<file path="config.mk">
export PLATFORM = sky130hd
export DESIGN_NAME = shift_seq_flat
export DESIGN_NICKNAME = d
export VERILOG_FILES = /design/src/rtl/shift_seq_if.sv /design/src/rtl/shift_seq.sv /design/src/flat_wrapper.sv
export SDC_FILE = /design/constraint.sdc
export NUM_CORES = 1
export LEC_CHECK = 0
export CAP_MARGIN = 20
export CORE_MARGIN = 5
export CORE_UTILIZATION = 49
export CTS_CLUSTER_SIZE = 30
export DETAILED_ROUTE_END_ITERATION = 7
export PLACE_DENSITY = 0.77
export SLEW_MARGIN = 30
export SYNTH_ARGS = -nofsm -noshare
export SYNTH_HDL_FRONTEND = slang
export SYNTH_SLANG_ARGS = --single-unit
</file>
<file path="constraint.sdc">
create_clock -name clk -period 2.8 [get_ports clk]
set_input_delay 0.84 -clock clk [delete_from_list [all_inputs] [get_ports clk]]
set_output_delay 0.84 -clock clk [all_outputs]
set_load 0.01 [all_outputs]
</file>
<file path="src/rtl/shift_seq_if.sv">
// Request/result bundle between the pipeline and the multi-cycle shift sequencer.
// Handshake rule for both ports: a transfer happens on a rising edge where
// valid and ready are both 1. The requester holds op/a/shamt stable while
// in_valid is 1 and in_ready is 0. result stays stable while out_valid is 1
// and out_ready is 0.
interface shift_seq_if;
  logic        in_valid;
  logic        in_ready;
  logic [1:0]  op;
  logic [31:0] a;
  logic [4:0]  shamt;
  logic        flush;
  logic        out_valid;
  logic        out_ready;
  logic [31:0] result;
  logic        busy;

  // Pipeline-control side: issues requests and consumes results.
  modport master (
    output in_valid, op, a, shamt, flush, out_ready,
    input  in_ready, out_valid, result, busy
  );

  // Sequencer side.
  modport slave (
    input  in_valid, op, a, shamt, flush, out_ready,
    output in_ready, out_valid, result, busy
  );
endinterface

</file>
<file path="src/rtl/shift_seq.sv">
// Multi-cycle shift sequencer: SLL/SRL/SRA/ROR on a 32-bit operand, moving at
// most STEP bits per cycle through a narrow shifter instead of a barrel shifter.
// All outputs decode registered state only; flush and reset force IDLE.
module shift_seq #(
  parameter int STEP = 4  // bits per cycle: 1, 2, 4, 8 or 16
) (
  input  logic        clk,
  input  logic        rst,        // synchronous, active low
  shift_seq_if.slave  bus,
  output logic [1:0]  dbg_state   // current FSM state for observation
);

  typedef enum logic [1:0] {
    IDLE  = 2'd0,
    SHIFT = 2'd1,
    DONE  = 2'd2
  } state_t;

  localparam logic [4:0] STEP_AMT = 5'(STEP);

  state_t      state_q, state_d;
  logic [31:0] acc_q, acc_d;
  logic [31:0] result_q, result_d;
  logic [4:0]  rem_q, rem_d;
  logic [1:0]  opr_q, opr_d;
  logic [4:0]  step_amt;
  logic [4:0]  rem_next;
  logic [31:0] step_res;

  // Bits to move this cycle: min(STEP, rem); rem never underflows.
  always_comb begin
    step_amt = (rem_q > STEP_AMT) ? STEP_AMT : rem_q;
    rem_next = rem_q - step_amt;
  end

  // Narrow shifter: one constant-distance shift per legal amount 1..STEP,
  // selected by step_amt; amount 0 passes acc through.
  always_comb begin
    step_res = acc_q;
    for (int i = 1; i <= STEP; i++) begin
      if (step_amt == 5'(i)) begin
        case (opr_q)
          2'b00:   step_res = acc_q << i;
          2'b01:   step_res = acc_q >> i;
          2'b10:   step_res = 32'($signed(acc_q) >>> i);
          default: step_res = (acc_q >> i) | (acc_q << (32 - i));
        endcase
      end
    end
  end

  // Next-state and datapath updates; flush outranks accept and handshake.
  always_comb begin
    state_d  = state_q;
    acc_d    = acc_q;
    rem_d    = rem_q;
    opr_d    = opr_q;
    result_d = result_q;
    if (bus.flush) begin
      state_d = IDLE;
    end else begin
      case (state_q)
        IDLE: begin
          if (bus.in_valid) begin
            acc_d = bus.a;
            rem_d = bus.shamt;
            opr_d = bus.op;
            if (bus.shamt == 5'd0) begin
              state_d  = DONE;
              result_d = bus.a;
            end else begin
              state_d = SHIFT;
            end
          end
        end
        SHIFT: begin
          acc_d = step_res;
          rem_d = rem_next;
          if (rem_next == 5'd0) begin
            state_d  = DONE;
            result_d = step_res;
          end
        end
        DONE: begin
          if (bus.out_ready) state_d = IDLE;
        end
        default: state_d = IDLE;
      endcase
    end
  end

  // State and datapath registers with synchronous active-low reset.
  always_ff @(posedge clk) begin
    if (!rst) begin
      state_q  <= IDLE;
      acc_q    <= 32'h0;
      rem_q    <= 5'd0;
      opr_q    <= 2'b00;
      result_q <= 32'h0;
    end else begin
      state_q  <= state_d;
      acc_q    <= acc_d;
      rem_q    <= rem_d;
      opr_q    <= opr_d;
      result_q <= result_d;
    end
  end

  assign bus.in_ready  = (state_q == IDLE);
  assign bus.busy      = (state_q != IDLE);
  assign bus.out_valid = (state_q == DONE);
  assign bus.result    = result_q;
  assign dbg_state     = state_q;

endmodule

</file>
<file path="src/flat_wrapper.sv">
// flat-port wrapper written by rule: the top's interface ports become plain ports
module shift_seq_flat 
#(
  parameter int STEP = 4                                     
)
  (clk, rst, dbg_state, bus_in_valid, bus_op, bus_a, bus_shamt, bus_flush, bus_out_ready, bus_in_ready, bus_out_valid, bus_result, bus_busy);
  shift_seq_if bus_i ();
  input  logic clk;
  input  logic rst;
  output logic [1:0] dbg_state;
  input wire logic [$bits(bus_i.in_valid)-1:0] bus_in_valid;
  input wire logic [$bits(bus_i.op)-1:0] bus_op;
  input wire logic [$bits(bus_i.a)-1:0] bus_a;
  input wire logic [$bits(bus_i.shamt)-1:0] bus_shamt;
  input wire logic [$bits(bus_i.flush)-1:0] bus_flush;
  input wire logic [$bits(bus_i.out_ready)-1:0] bus_out_ready;
  output wire logic [$bits(bus_i.in_ready)-1:0] bus_in_ready;
  output wire logic [$bits(bus_i.out_valid)-1:0] bus_out_valid;
  output wire logic [$bits(bus_i.result)-1:0] bus_result;
  output wire logic [$bits(bus_i.busy)-1:0] bus_busy;
  assign bus_i.in_valid = bus_in_valid;
  assign bus_i.op = bus_op;
  assign bus_i.a = bus_a;
  assign bus_i.shamt = bus_shamt;
  assign bus_i.flush = bus_flush;
  assign bus_i.out_ready = bus_out_ready;
  assign bus_in_ready = bus_i.in_ready;
  assign bus_out_valid = bus_i.out_valid;
  assign bus_result = bus_i.result;
  assign bus_busy = bus_i.busy;
  shift_seq #(.STEP(STEP)) u_core (.clk(clk), .rst(rst), .bus(bus_i), .dbg_state(dbg_state));
endmodule
</file>
==> run summary <==
First-pass GRT wire length -> 27,100 um
CP max FO -> 7
Core area -> 9680 um^2
Max-cap viol count -> 0
CTS Buffer Depth -> 2
Port buffer count -> 80
Congestion Overflow GR -> 0
Die height -> 109 um
Post-route design area -> 6130 um^2
Layout area overhead -> 26.8%
WS Path Type -> in -> reg
Initial antenna violation count -> 0
Layout Nets -> 761
Iter 0 DRT Violations -> 683
Post-synth EDFFs -> 0
CTS tree -> built
Via Count -> 5,632
RSZ-0062 raised after global routing -> false
Max transition margin -> 54.2%
# fillers -> 880
DP Area -> 5890 um^2
Fin crit share -> 92.4%
Share of layout cells above drive strength 1 -> 11.3%
Clock sinks -> 73
Outcome -> complete, no violations
# setup viols final -> 0
Post-synth top area cell -> dfxtp_1
Reg clk slew, reported paths -> 0.07 ns
Seq/Total Area, Yosys -> 30.2%
Initial core utilization -> 49.9%
Post-Syn Area -> 4830 um^2
Post-synth ARST share -> 0%
Final Core Density -> 63.3%
Io pins -> 81
Syn Nets -> 695
Fin Hold WS -> 0.469 ns
Via density -> 6.60
Multi-input gate area -> 3080 um^2
Largest net degree at the start of global routing -> 70
Hpwl dp -> 11,500 um
Setup skew after layout -> 0.0177 ns
Worst Hold Class -> reg -> reg
Chip Width -> 109 um
Hold path depth -> 1
CTS H-tree lvls -> 3
Startpoint types -> input port
Leakage power -> 0.00216 uW
Yosys cell types -> 63
WP data arrival -> 2.83 ns
FP Rows -> 36
Root Driver -> clkbuf_8
Register area -> 1460 um^2
Die Area -> 11,900 um^2
R2R cell count -> 11
Minimum clock period -> 2.59 ns
Worst-margin pin slew -> 0.687 ns
Vias in the first global route -> 5,419
Top FF cell, synth -> dfxtp_1
Number of remaining DRC errors -> 0
N_diodes -> 0
Mean Syn Cell Area -> 7.44 um^2
Commonest non-fill, non-tap cell in the layout -> clkdlybuf4s50_1
Number of routed nets with antenna violations -> 0
Synth area leaders -> dfxtp_1 30%, o21ai_0 6.7%, a21oi_1 6.0%
Achievable Freq -> 0.386 GHz
Final Slew Violations -> 0
Post-CTS Hold Buffers -> 0
Gate Count Post-Synth -> 650
GRT Total Usage -> 28.2%
Syn. warnings -> 0
Worst Path Required -> 3.04 ns
DR pass1 iterations -> 5
Wire per inst -> 19.5 um
PD cells -> 455 nW/um^2
Placer congestion estimate -> 0.943
Worst Setup End Kind -> flip-flop
Top cell type's share of synthesized area -> 30.2%
TNS Setup -> 0 ns
Pwr Total -> 2790 uW
Num CTS Buffers -> 9
Detailed Route WL -> 16,700 um
Hold Violations, Final -> 0
VDD IR max -> 264 uV
#FFs+latches synth -> 73
Clk_lat worst skew -> 0.36 ns
Most frequent cells in the layout -> 80 x clkdlybuf4s50_1, 72 x dfxtp_1, 65 x o21ai_0
==> kinds of logic (layout without fill, tap and decap cells) <==
group	count (synthesis)	count (layout)	synth area share, %
AO/OA/AOI/OAI	276	276	39.6
XOR/XNOR	2	2	0.362
adder cells (fa/ha/maj)	1	1	0.259
buffers and inverters	71	141	6.19
flip-flops	73	73	30.2
multiplexers	7	7	1.48
other	1	1	0.0776
AND/OR/NAND/NOR	219	219	21.8
==> repair_timing <==
item                                   in CTS  in global routing
gates resized for setup                     0                  1
pin swaps                                   1                  0
endpoints found under the hold margin       0                  0
setup buffers                               2                  0
setup endpoints to repair                   1                 17
gates cloned                                0                  0
==> synthesized netlist by cell type (4+ instances only) <==
cell / count
a311oi_1: 26
nor2b_1: 7
buf_2: 8
nand4_1: 6
and3_1: 13
a31oi_1: 10
a21oi_1: 58
o2bb2ai_1: 18
nand2_1: 43
o211ai_1: 7
a21o_1: 5
a221o_1: 13
clkbuf_1: 54
or2_2: 4
a211oi_1: 11
nand3_1: 35
nor3_1: 21
o211a_1: 4
o31ai_1: 8
nor2_1: 63
a21boi_0: 7
a22o_1: 12
mux2i_1: 6
and2_1: 6
dfxtp_1: 73
nor3b_1: 4
o21a_1: 6
o21ai_0: 65
==> final timing paths <==
kind | slack, ns | endpoint | startpoint
worst min-delay path | 0.47 | u_core.bus.result[11] | u_core.bus.result[11]
worst max register to register | 0.23 | u_core.bus.result[12] | u_core.rem_q[2]
worst max-delay path | 0.21 | u_core.bus.result[12] | bus_shamt[1]
worst min register to register | 0.47 | u_core.bus.result[11] | u_core.bus.result[11]
==> critical path: stages <==
cell             delay (ns)
clkdlybuf4s50_1        0.41
or4_1                  0.52
nor2_1                 0.17
or2_2                  0.15
and2_2                 0.22
a21boi_4               0.09
buf_4                  0.18
buf_12                 0.13
o2bb2ai_1              0.12
==> area by class of cell <==
cell class | count | area share, %
Clock inverter | 4 | 0.858
Timing Repair Buffer | 123 | 19.6
Inverter | 3 | 0.184
Multi-Input combinational cell | 506 | 50.3
Tap cell | 133 | 2.72
Clock buffer | 11 | 2.47
Sequential cell | 73 | 23.9
==> per-stage QoR <==
stage | instances | setup slack, ns
floorplan | 650 | 0.0426
global placement | 836 | -0.180
detailed placement | 836 | -0.250
CTS | 853 | 0.125
global route | 853 | 0.0266
finish | 853 | 0.212
==> flip-flops by register name, indices dropped and copies added (netlist names) <==
| name | cells |
|---|---|
| u_core.acc_q | 32 |
| u_core.bus.result | 32 |
| u_core.rem_q | 5 |
| u_core.dbg_state | 2 |
| u_core.opr_q | 2 |
==> per-layer routing <==
| metal | vias up | share of wire [%] | global-route usage (%) |
|---|---|---|---|
| met5 | - | 0 | 0 |
| met4 | 0 | 3.8 | 13.5 |
| met3 | 64 | 10 | 6.46 |
| met2 | 392 | 46 | 44.9 |
| met1 | 2581 | 40 | 36.0 |
| li1 | 2595 | - | - |
==> power breakdown <==
| group | internal (uW) | switching [uW] |
|---|---|---|
| Combinational | 329 | 427 |
| Clock | 455 | 428 |
| Sequential | 1090 | 58.6 |
(Power assumes the default switching activity.)
